===== src/rtl/roi_scan_ctrl_if.sv =====
// ---------------------------------------------------------------------------
// roi_scan_ctrl_if
//   Bundles the scan-harness signals that sit between a test driver, the
//   roi_scan_ctrl block and the ROI it wraps.
//
//   Signals
//     start     driver -> ctrl   begin a scan transaction
//     di        driver -> ctrl   serial scan-in bit
//     dout      ROI    -> ctrl   parallel ROI result vector (DOUT_N)
//     din       ctrl   -> ROI    registered parallel ROI input vector (DIN_N)
//     do_bit    ctrl   -> pin    serial scan-out bit ("do" is a reserved word)
//     do_valid  ctrl   -> pin    do_bit carries a valid result bit
//     busy      ctrl   -> driver transaction in progress
//     done      ctrl   -> driver one-cycle completion pulse
//     crc       ctrl   -> driver CRC-8 of the scanned-out bits
//
//   Modports
//     master : the driving side (test harness / ROI model)
//     slave  : roi_scan_ctrl
// ---------------------------------------------------------------------------
interface roi_scan_ctrl_if #(
  parameter int DIN_N  = 256,
  parameter int DOUT_N = 256
);
  logic              start;
  logic              di;
  logic [DIN_N-1:0]  din;
  logic [DOUT_N-1:0] dout;
  logic              do_bit;
  logic              do_valid;
  logic              busy;
  logic              done;
  logic [7:0]        crc;

  modport master (
    output start, di, dout,
    input  din, do_bit, do_valid, busy, done, crc
  );

  modport slave (
    input  start, di, dout,
    output din, do_bit, do_valid, busy, done, crc
  );
endinterface


===== src/rtl/roi_scan_ctrl.sv =====
// ---------------------------------------------------------------------------
// roi_scan_ctrl
//   One-pin-in / one-pin-out scan harness around a minitest ROI. A transaction
//   shifts DIN_N bits in from di, applies them in parallel on din, waits
//   SETTLE_CYC cycles, captures the ROI result dout and shifts DOUT_N bits out
//   MSB first on do_bit while do_valid is high, then pulses done.
//
//   Ports
//     clk    in   single clock, rising edge
//     rst_n  in   asynchronous active-low reset; aborts any transaction
//     bus    roi_scan_ctrl_if.slave (start, di, dout in; din, do_bit,
//            do_valid, busy, done, crc out)
//
//   Build option
//     ROI_SCAN_CRC_EN : when defined, crc is a CRC-8 (poly 0x07, init 0x00,
//                       MSB first) over the scanned-out bits. When undefined
//                       crc is tied to zero and no CRC logic exists.
// ---------------------------------------------------------------------------
module roi_scan_ctrl #(
  parameter int DIN_N      = 256,
  parameter int DOUT_N     = 256,
  parameter int SETTLE_CYC = 2
) (
  input logic             clk,
  input logic             rst_n,
  roi_scan_ctrl_if.slave  bus
);

  localparam int MAX_IO = (DIN_N > DOUT_N) ? DIN_N : DOUT_N;
  localparam int MAX_N  = (MAX_IO > SETTLE_CYC) ? MAX_IO : SETTLE_CYC;
  localparam int CNT_W  = $clog2(MAX_N) + 1;

  localparam logic [CNT_W-1:0] DIN_LAST    = CNT_W'(DIN_N - 1);
  localparam logic [CNT_W-1:0] DOUT_LAST   = CNT_W'(DOUT_N - 1);
  localparam logic [CNT_W-1:0] SETTLE_LAST = CNT_W'(SETTLE_CYC - 1);
  localparam logic [CNT_W-1:0] CNT_ONE     = CNT_W'(1);

  typedef enum logic [2:0] {
    S_IDLE,
    S_SHIFT_IN,
    S_APPLY,
    S_SETTLE,
    S_CAPTURE,
    S_SHIFT_OUT,
    S_DONE
  } state_e;

  state_e             state_q, state_d;
  logic [CNT_W-1:0]   cnt_q, cnt_d;
  logic [DIN_N-1:0]   din_shr_q, din_shr_d;
  logic [DIN_N-1:0]   din_q, din_d;
  logic [DOUT_N-1:0]  dout_shr_q, dout_shr_d;
  logic               busy, done, do_valid;

  // State register
  always_ff @(posedge clk or negedge rst_n) begin
    if (!rst_n) state_q <= S_IDLE;
    else        state_q <= state_d;
  end

  // Next-state logic; each counted state exits on its terminal count
  always_comb begin
    state_d = state_q;
    case (state_q)
      S_IDLE:      if (bus.start) state_d = S_SHIFT_IN;
      S_SHIFT_IN:  if (cnt_q == DIN_LAST) state_d = S_APPLY;
      S_APPLY:     state_d = S_SETTLE;
      S_SETTLE:    if (cnt_q == SETTLE_LAST) state_d = S_CAPTURE;
      S_CAPTURE:   state_d = S_SHIFT_OUT;
      S_SHIFT_OUT: if (cnt_q == DOUT_LAST) state_d = S_DONE;
      S_DONE:      state_d = S_IDLE;
      default:     state_d = S_IDLE;
    endcase
  end

  // Output decode
  always_comb begin
    busy     = (state_q != S_IDLE);
    done     = (state_q == S_DONE);
    do_valid = (state_q == S_SHIFT_OUT);
  end

  // Datapath next values. The counter is cleared on the terminal count so it
  // always starts each counted state from zero.
  always_comb begin
    cnt_d      = '0;
    din_shr_d  = din_shr_q;
    din_d      = din_q;
    dout_shr_d = dout_shr_q;
    case (state_q)
      S_SHIFT_IN: begin
        din_shr_d = {din_shr_q[DIN_N-2:0], bus.di};
        cnt_d     = (cnt_q == DIN_LAST) ? '0 : cnt_q + CNT_ONE;
      end
      S_APPLY: begin
        din_d = din_shr_q;
      end
      S_SETTLE: begin
        cnt_d = (cnt_q == SETTLE_LAST) ? '0 : cnt_q + CNT_ONE;
      end
      S_CAPTURE: begin
        dout_shr_d = bus.dout;
      end
      S_SHIFT_OUT: begin
        dout_shr_d = {dout_shr_q[DOUT_N-2:0], 1'b0};
        cnt_d      = (cnt_q == DOUT_LAST) ? '0 : cnt_q + CNT_ONE;
      end
      default: begin
        cnt_d = '0;
      end
    endcase
  end

  // Datapath registers
  always_ff @(posedge clk or negedge rst_n) begin
    if (!rst_n) begin
      cnt_q      <= '0;
      din_shr_q  <= '0;
      din_q      <= '0;
      dout_shr_q <= '0;
    end else begin
      cnt_q      <= cnt_d;
      din_shr_q  <= din_shr_d;
      din_q      <= din_d;
      dout_shr_q <= dout_shr_d;
    end
  end

`ifdef ROI_SCAN_CRC_EN
  logic [7:0] crc_q, crc_d;

  function automatic logic [7:0] crc8_step(input logic [7:0] c, input logic b);
    logic fb;
    fb = c[7] ^ b;
    return {c[6:0], 1'b0} ^ (fb ? 8'h07 : 8'h00);
  endfunction

  // CRC cleared on an accepted start, folded with each bit shown on do_bit,
  // and held from DONE until the next start.
  always_comb begin
    crc_d = crc_q;
    if (state_q == S_IDLE && bus.start) begin
      crc_d = '0;
    end else if (state_q == S_SHIFT_OUT) begin
      crc_d = crc8_step(crc_q, dout_shr_q[DOUT_N-1]);
    end
  end

  always_ff @(posedge clk or negedge rst_n) begin
    if (!rst_n) crc_q <= '0;
    else        crc_q <= crc_d;
  end

  assign bus.crc = crc_q;
`else
  assign bus.crc = 8'h00;
`endif

  assign bus.din      = din_q;
  assign bus.do_bit   = dout_shr_q[DOUT_N-1];
  assign bus.do_valid = do_valid;
  assign bus.busy     = busy;
  assign bus.done     = done;

endmodule

===== src/flat_wrapper.sv =====
// flat-port wrapper written by rule: the top's interface ports become plain ports
module roi_scan_ctrl_flat 
#(
  parameter int DIN_N      = 256,
  parameter int DOUT_N     = 256,
  parameter int SETTLE_CYC = 2
)
  (clk, rst_n, bus_start, bus_di, bus_dout, bus_din, bus_do_bit, bus_do_valid, bus_busy, bus_done, bus_crc);
  roi_scan_ctrl_if #(.DIN_N(DIN_N), .DOUT_N(DOUT_N)) bus_i ();
  input logic clk;
  input logic rst_n;
  input wire logic [$bits(bus_i.start)-1:0] bus_start;
  input wire logic [$bits(bus_i.di)-1:0] bus_di;
  input wire logic [$bits(bus_i.dout)-1:0] bus_dout;
  output wire logic [$bits(bus_i.din)-1:0] bus_din;
  output wire logic [$bits(bus_i.do_bit)-1:0] bus_do_bit;
  output wire logic [$bits(bus_i.do_valid)-1:0] bus_do_valid;
  output wire logic [$bits(bus_i.busy)-1:0] bus_busy;
  output wire logic [$bits(bus_i.done)-1:0] bus_done;
  output wire logic [$bits(bus_i.crc)-1:0] bus_crc;
  assign bus_i.start = bus_start;
  assign bus_i.di = bus_di;
  assign bus_i.dout = bus_dout;
  assign bus_din = bus_i.din;
  assign bus_do_bit = bus_i.do_bit;
  assign bus_do_valid = bus_i.do_valid;
  assign bus_busy = bus_i.busy;
  assign bus_done = bus_i.done;
  assign bus_crc = bus_i.crc;
  roi_scan_ctrl #(.DIN_N(DIN_N), .DOUT_N(DOUT_N), .SETTLE_CYC(SETTLE_CYC)) u_core (.clk(clk), .rst_n(rst_n), .bus(bus_i));
endmodule

===== config.mk =====
export PLATFORM = sky130hd
export DESIGN_NAME = roi_scan_ctrl_flat
export DESIGN_NICKNAME = d
export VERILOG_FILES = /design/src/rtl/roi_scan_ctrl_if.sv /design/src/rtl/roi_scan_ctrl.sv /design/src/flat_wrapper.sv
export SDC_FILE = /design/constraint.sdc
export NUM_CORES = 1
export LEC_CHECK = 0
export BUFFER_PORTS_ARGS = -buffer_cell sky130_fd_sc_hd__buf_2
export CAP_MARGIN = 30
export CELL_PAD_IN_SITES_DETAIL_PLACEMENT = 0
export CELL_PAD_IN_SITES_GLOBAL_PLACEMENT = 2
export CORE_MARGIN = 4
export CORE_UTILIZATION = 33
export CTS_CLUSTER_SIZE = 30
export DETAILED_ROUTE_END_ITERATION = 12
export PLACE_DENSITY_LB_ADDON = 0.2
export SLEW_MARGIN = 20
export SYNTH_ARGS = -nofsm -noshare
export SYNTH_HDL_FRONTEND = slang
export SYNTH_SLANG_ARGS = --single-unit

===== constraint.sdc =====
create_clock -name clk -period 4 [get_ports clk]
set_input_delay 0.2 -clock clk [delete_from_list [all_inputs] [get_ports clk]]
set_output_delay 0.2 -clock clk [all_outputs]
set_load 0.02 [all_outputs]

==> impl_results.md, run 1 <==
* Run status: finished clean
* CTS root buffer: clkbuf_16
* Worst setup skew after layout at 0.0244 ns
* Clock-pin slew on the worst setup and hold paths at 0.06 ns
* Pin count of the biggest net entering global routing at 147
* Period utilisation layout at 0.684
* Starting DRC count in detailed routing at 807
* Ratio of cells with drive above 1 in the final layout at 0.379
* Cell Count Post-Placement at 3933
* Tightest Hold Check Type: input pin to async pin
* Summed negative setup slack over all endpoints at 0 ns
* Max-slew headroom at the worst pin at 0.220
* Routed WL at 77.7 mm
* Die W at 316 um
* Delay of the slowest cell on the worst path at 0.89 ns
* Synth Register Bits at 780
* Avg Cell Area, Syn at 13.8 um2
* # clock sinks at 780
* Area after detailed placement at 35200 um2
* WL/cell at 17.8 um
* Count of final hold-check violations at 0
* Port Buffer Count at 519
* Type of element capturing the critical path: flip-flop
* Weighted congestion reported at the end of routability-driven placement at 0.774
* Largest fanout on the critical path at 134
* Switching power summed over all nets at 3.62 mW
* Maximum number of buffers from clock root to sink at 3
* Post-cts repair resize count at 0
* Max IR drop VDD at 0.312 mV
* Final critical-path required period at 2.74 ns
* Max Transition Viols Final at 0
* Sequential group share of total power at 0.473
* Cell leakage power at 22.6 nW
* Post-route standard cell area excluding fillers at 40800 um2
* Area of the die at 99900 um2
* Count of synthesis-stage warnings from yosys at 0
* Final setup violation count at 0
* Master of the slowest instance on the critical path: dfrtp_4
* Gate Count Post-Synth at 2269
* Core footprint at 93700 um2
* Data arrival time of the critical path at 3.27 ns
* Max-cap check violation count at 0
* Critical path type: flip-flop to flip-flop
* Clock network power share at 0.494
* Non-Filler Instances at 4358
* Initial Util at 0.334
* Htree depth at 3
* Latest clock arrival within the worst-skew pair at 0.66 ns
* Crit path buffers/inverters at 3
* Area growth from synthesis to final layout at 30.4%
* Share of the yosys chip area belonging to registers at 0.623
* Switching share of total power at 0.216
* Number of top-level design ports at 528
* Proportion of power drawn by combinational gates at 0.033
* Number of remaining DRC errors at 0
* Number of routed nets with antenna violations at 0
* Initial DRT Pass Iterations at 4
* Global-route wire length before repair at 122 mm
* Height of the chip at 316 um
* Power density normalized to cell area at 411 nW/um2
* Startpoint types: flip-flop
* Mapped cell area at 31300 um2
* Data required time at the worst endpoint at 4.53 ns
* Slew at the pin with the worst max-slew slack at 1.17 ns
* Total GRT Usage at 0.154
* Max Clock Freq at 0.365 GHz
* TritonCTS buffer count at 87
* Kind of cell adding the most delay to the critical path: flip-flops
* Total grt overflow at 0
* Internal power at 13.2 mW
* Clock tree from TritonCTS: yes
* Total via count after detailed routing at 19800
* Hold Worst Slack at 0.105 ns
* Sequence of cells on the critical path: inv_2 -> nor3_4 -> buf_4 -> buf_12 -> mux2_2
* Final HPWL DP at 52.7 mm
* Number of antenna violations at the first check in global routing at 7
* Setup repair after global routing missed its margin: no
* Via density per instance at 4.55
* Via count of the first global-routing pass at 21300
* Number of nets in the layout at 3292
* Row count at 112
* Unique masters post-synth at 37
==> sequential cells by signal, indices dropped and copies added, names as in the netlist <==
signal,flops
u_core.state_q,3
u_core.dout_shr_q,256
u_core.cnt_q,9
u_core.din_shr_q,256
u_core.bus.din,256
==> cell usage in the layout, fill, tap and decap left out, types with 5 or more instances in the layout <==
cell	count
clkbuf_16	88
nand2_1	260
mux2_2	471
diode_2	5
mux2i_1	255
mux2_1	41
clkinv_2	11
buf_12	18
bufinv_16	7
dlygate4sd3_1	259
clkbuf_1	22
conb_1	8
buf_2	518
clkinvlp_4	5
dfrtp_1	779
clkbuf_8	21
a21oi_1	6
o21ai_0	258
buf_4	18
inv_1	5
==> worst reg2reg max path: stages, from the launching register on <==
cell     delay [ns]
dfrtp_4        0.89
inv_2          0.22
nor3_4         0.16
buf_4          0.21
buf_12         0.40
mux2_2         0.74
==> per-layer routing <==
metal  vias to the layer above  part of all wire  track usage
met1                      9808              0.42        0.188
li1                       9452                 -            -
met2                       432              0.49        0.263
met4                         4             0.029       0.0493
met3                       129             0.066       0.0466
met5                         -           0.00026            0
==> power by group through the flow <==
stage / sequential [mW] / clock [mW] / combinational [mW]
2_1_floorplan: 8.07 / 0 / 0.0400
3_3_place_gp: 8.08 / 0 / 0.354
3_5_place_dp: 8.08 / 0 / 0.361
4_1_cts: 7.94 / 8.59 / 0.571
5_1_grt: 7.94 / 8.89 / 0.621
6_report: 7.94 / 8.28 / 0.551
==> final timing paths <==
path | startpoint | to | slack (ns) | depth (start not counted)
max | u_core.state_q[0]$_DFFE_PN0P_ | u_core.din_shr_q[111]$_DFFE_PN0P_ | 1.26 | 5
min | rst_n | u_core.bus.din[219]$_DFFE_PN0P_ | 0.10 | 2
max reg2reg | u_core.state_q[0]$_DFFE_PN0P_ | u_core.din_shr_q[111]$_DFFE_PN0P_ | 1.26 | 5
min reg2reg | u_core.dout_shr_q[42]$_DFFE_PN0N_ | u_core.dout_shr_q[42]$_DFFE_PN0N_ | 0.48 | 2
max in group asynchronous | rst_n | u_core.dout_shr_q[120]$_DFFE_PN0N_ | 2.66 | 3
min in group clk | bus_di | u_core.din_shr_q[0]$_DFFE_PN0P_ | 0.35 | 3
==> Yosys cell counts, drive strengths merged <==
cell / n / share of area
or4b: 1 / 0.00044
nor2b: 1 / 0.00020
and3: 2 / 0.00040
xor2: 2 / 0.00056
mux2: 512 / 0.18
mux2i: 255 / 0.081
nand4: 1 / 0.00020
o22ai: 2 / 0.00040
or3: 4 / 0.00080
or4: 2 / 0.00048
a22oi: 3 / 0.00072
buf: 125 / 0.024
nand2b: 4 / 0.0010
o21ai: 258 / 0.041
xnor2: 1 / 0.00028
dfrtp: 780 / 0.62
a21oi: 6 / 0.00096
nand3: 3 / 0.00048
o41ai: 1 / 0.00028
clkbuf: 27 / 0.0032
inv: 6 / 0.00072
conb: 1 / 0.00012
o211ai: 2 / 0.00064
ha: 4 / 0.0016
nor3: 2 / 0.00068
nand2: 260 / 0.031
nor2: 2 / 0.00032
o31ai: 2 / 0.00048
==> through the flow <==
step | util | setup slack, ns | total power, mW
after floorplan | - | 2.21 | 8.11
after global placement | 0.375 | 1.35 | 8.44
after global routing | 0.436 | 1.09 | 17.4
after CTS | 0.435 | 1.27 | 17.1
after detailed placement | 0.375 | 1.28 | 8.44
final | 0.436 | 1.26 | 16.8
==> cell type report <==
class / count / area (um2)
Sequential cell: 780 / 19500
Clock inverter: 29 / 439
Timing Repair Buffer: 815 / 5720
Tap cell: 1254 / 1570
Multi-Input combinational cell: 1338 / 11000
Inverter: 6 / 22.5
Antenna cell: 5 / 12.5
Fill cell: 8718 / 52900
Clock buffer: 131 / 2570
==> what timing repair did <==
item,in CTS,in global routing
hold buffers,259,0
endpoints found under the hold margin,324,0
setup buffers,0,0
==> cell families (layout without fill, tap and decap cells) <==
logic type               count (synthesis)  after routing  share of synthesized area
AO/OA/AOI/OAI                          274            274                     0.0447
XOR/XNOR                                 3              3                   0.000839
adder cells (fa/ha/maj)                  4              4                    0.00160
buffers and inverters                  158            981                     0.0279
flip-flops                             780            780                      0.623
multiplexers                           767            767                      0.266
other                                    1             13                   0.000120
AND/OR/NAND/NOR                        282            282                     0.0362
Note: power is estimated with default switching activity, not from simulation.
==> inputs of run 2 (changes only) <==
--- a/config.mk
+++ b/config.mk
@@ -5,12 +5,13 @@
 export SDC_FILE = /design/constraint.sdc
 export NUM_CORES = 1
 export LEC_CHECK = 0
+export ABC_AREA = 1
 export BUFFER_PORTS_ARGS = -buffer_cell sky130_fd_sc_hd__buf_2
 export CAP_MARGIN = 30
 export CELL_PAD_IN_SITES_DETAIL_PLACEMENT = 0
 export CELL_PAD_IN_SITES_GLOBAL_PLACEMENT = 2
 export CORE_MARGIN = 4
-export CORE_UTILIZATION = 33
+export CORE_UTILIZATION = 31
 export CTS_CLUSTER_SIZE = 30
 export DETAILED_ROUTE_END_ITERATION = 12
 export PLACE_DENSITY_LB_ADDON = 0.2
==> constraint.sdc (replaced) <==
create_clock -name clk -period 2.4 [get_ports clk]
set_input_delay 0.12 -clock clk [delete_from_list [all_inputs] [get_ports clk]]
set_output_delay 0.12 -clock clk [all_outputs]
set_load 0.02 [all_outputs]
==> run 2 against run 1 <==
Against the previous run: setup slack worse by 0.99 ns; sequential cell count stayed put; critical path depth is 2 lower; die area is 6.6% higher; hold slack better by 0.14 ns; highest routed layer is now met4.
==> impl_results.md, run 2 <==
* Power Total at 41.2 mW
* Cell Count Post-Placement at 5114
* Depth of the most critical reg-to-reg path at 10
* Max-slew headroom at the worst pin at 0.210
* Final setup violation count at 0
* Number of antenna violations at the first check in global routing at 4
* Area growth from synthesis to final layout at 31.0%
* Non-Filler Instances at 5543
* Data required time at the worst endpoint at 2.28 ns
* Total GRT Usage at 0.165
* Max Clock Freq at 0.470 GHz
* Critical path type: flip-flop to primary output
* Via density per instance at 4.43
* Htree depth at 3
* Period utilisation layout at 0.886
* Run status: finished clean
* Ys async rst share at 1.00
* Ratio of cells with drive above 1 in the final layout at 0.176
* Final HPWL DP at 58.0 mm
* Routed WL at 88.8 mm
* Latest clock arrival within the worst-skew pair at 0.66 ns
* Row count at 116
* Dominant synthesized flop cell: dfrtp_1
* Setup repair after global routing missed its margin: no
* Number of buffers inserted by hold repair at cts at 261
* WL/cell at 16.0 um
* Number of setup buffers added after CTS at 0
* Master of the slowest instance on the critical path: dfrtp_1
* Pin count of the biggest net entering global routing at 248
* Global-route wire length before repair at 142 mm
* Max-cap check violation count at 0
* Most used cells in the layout excluding fill and tap cells: 779 x dfrtp_1, 623 x o21ai_0, 539 x nand2_1, 523 x inv_1, 518 x buf_2
* Max Transition Viols Final at 0
* Initial DRT Pass Iterations at 5
* Slew at the pin with the worst max-slew slack at 1.19 ns
* Number of enable-type register cells in the synthesized netlist at 0
* Die W at 326 um
* Synth Register Bits at 780
* Leading cell types by count after synthesis: 780 x dfrtp_1, 623 x o21ai_0, 539 x nand2_1, 523 x inv_1, 403 x o21ai_1
* Height of the chip at 326 um
* Number of routed nets with antenna violations at 0
* Type of element capturing the critical path: primary output
* Weighted congestion reported at the end of routability-driven placement at 0.723
* Via count of the first global-routing pass at 25000
* Tightest Hold Check Type: input pin to flip-flop
* Data arrival time of the critical path at 2.01 ns
* Sequence of cells on the critical path: nand2_8 -> nor2_1 -> buf_2
* Initial Util at 0.313
* Gate Count Post-Synth at 3400
* Hold path startpoint: bus_dout[204]
* Delay of the slowest cell on the worst path at 0.68 ns
* Reg2Reg Launch Point: u_core.cnt_q[0]$_DFF_PN0_
* TritonCTS buffer count at 92
* Area after detailed placement at 35500 um2
* Layout fillers at 10100
* Number of nets in the layout at 4376
* Mapped cell area at 31400 um2
* Largest fanout on the critical path at 7
* Avg Cell Area, Syn at 9.24 um2
* # clock sinks at 780
* Post-cts repair resize count at 0
* Total via count after detailed routing at 24500
* Commonest non-fill, non-tap cell in the layout: dfrtp_1
* Hold Worst Slack at 0.243 ns
* Starting DRC count in detailed routing at 1677
* Port Buffer Count at 519
* Hold Crit Depth at 4
* Number of remaining DRC errors at 0
* CTS root buffer: clkbuf_16
* Largest cells by area after synthesis: dfrtp_1 62%, o21ai_0 9.9%, nand2_1 6.4%, o21ai_1 6.4%, inv_1 6.3%
* Clock tree from TritonCTS: yes
* Final core utilization at 0.410
* Post-route standard cell area excluding fillers at 41100 um2
* Unique masters post-synth at 26
* Final WS setup at 0.273 ns
* Setup Slack @ Placement at 0.383 ns
* Hold Crit Endpoint: u_core.dout_shr_q[204]$_DFFE_PN0N_
* Library cell occupying the most area in the post-synthesis netlist: dfrtp_1
* Total grt overflow at 0
* Cell leakage power at 19.5 nW
* Final critical-path required period at 2.13 ns
* Max IR drop VDD at 0.832 mV
* Worst setup skew after layout at 0.0201 ns
* Startpoint types: flip-flop
* Number of top-level design ports at 528
* Worst-case register-to-register setup slack at 0.42 ns
* Maximum number of buffers from clock root to sink at 3
* Area of the die at 106000 um2
* Count of final hold-check violations at 0
* Yosys top cell area share at 0.622
* Count of synthesis-stage warnings from yosys at 0
* Power density normalized to cell area at 1000 nW/um2
* Core footprint at 100000 um2
* Clock-pin slew on the worst setup and hold paths at 0.06 ns
* Share of the yosys chip area belonging to registers at 0.622
* Most common cell in the synthesized netlist: dfrtp_1
* Summed negative setup slack over all endpoints at 0 ns
* Endpoint of the lowest-slack register-to-register path: u_core.cnt_q[5]$_DFF_PN0_
-- run 2: cell count changes after synthesis, sizes merged, moves of 19 or more --
| cell | change |
|---|---|
| a21oi | +248 |
| buf | +40 |
| clkbuf | +42 |
| inv | +521 |
| mux2 | -512 |
| mux2i | -255 |
| nand2 | +281 |
| nor2 | +19 |
| o21ai | +768 |
-- run 2: final cells by class --
cell class / instances / area [um2] / area share
Antenna cell: 6 / 15.0 / 0.000365
Clock buffer: 140 / 2730 / 0.0664
Clock inverter: 22 / 241 / 0.00587
Inverter: 527 / 1980 / 0.0482
Multi-Input combinational cell: 1866 / 8750 / 0.213
Sequential cell: 780 / 19500 / 0.475
Tap cell: 1357 / 1700 / 0.0413
Timing Repair Buffer: 845 / 6190 / 0.151
-- run 2: routing by layer --
| metal | global-route usage | up-vias | part of all wire |
|---|---|---|---|
| met5 | 0 | - | 0 |
| met4 | 0.0435 | 0 | 0.023 |
| met3 | 0.0423 | 127 | 0.060 |
| met2 | 0.262 | 472 | 0.45 |
| met1 | 0.226 | 11600 | 0.46 |
| li1 | - | 12400 | - |
-- run 2: cells by family (layout without fill, tap and decap cells) --
family / after synthesis / after routing / share of synthesized area
buf+inv: 761 / 1534 / 0.101
xor+xnor: 4 / 4 / 0.00112
fa+ha+maj: 4 / 4 / 0.00159
other cells: 1 / 14 / 0.000119
compound gates: 1282 / 1282 / 0.205
simple gates: 568 / 568 / 0.0696
flops: 780 / 780 / 0.622
-- run 2: where the power goes --
group          leakage [nW]  internal (mW)  total (mW)  switching [mW]
clock network          1.46           8.15        13.8            5.62
logic                  7.65           3.36        10.9            7.55
registers              10.4           15.7        16.5           0.789
-- run 2: how the worst max path moves through the flow --
stage               slack [ns]                             to                          start
detailed placement        0.38      u_core.cnt_q[5]$_DFF_PN0_      u_core.cnt_q[0]$_DFF_PN0_
CTS                       0.12                       bus_done  u_core.state_q[0]$_DFFE_PN0P_
finish                    0.27                   bus_do_valid  u_core.state_q[2]$_DFFE_PN0P_
global route              0.06                       bus_done  u_core.state_q[0]$_DFFE_PN0P_
global placement          0.35  u_core.state_q[0]$_DFFE_PN0P_      u_core.cnt_q[0]$_DFF_PN0_
floorplan                 0.67  u_core.state_q[0]$_DFFE_PN0P_      u_core.cnt_q[0]$_DFF_PN0_
-- run 2: worst max-delay path: cells and delay by family, from the launching register on --
family        cells  cell delay, ns
flops             1            0.68
simple gates      2            0.45
buf+inv           1            0.24
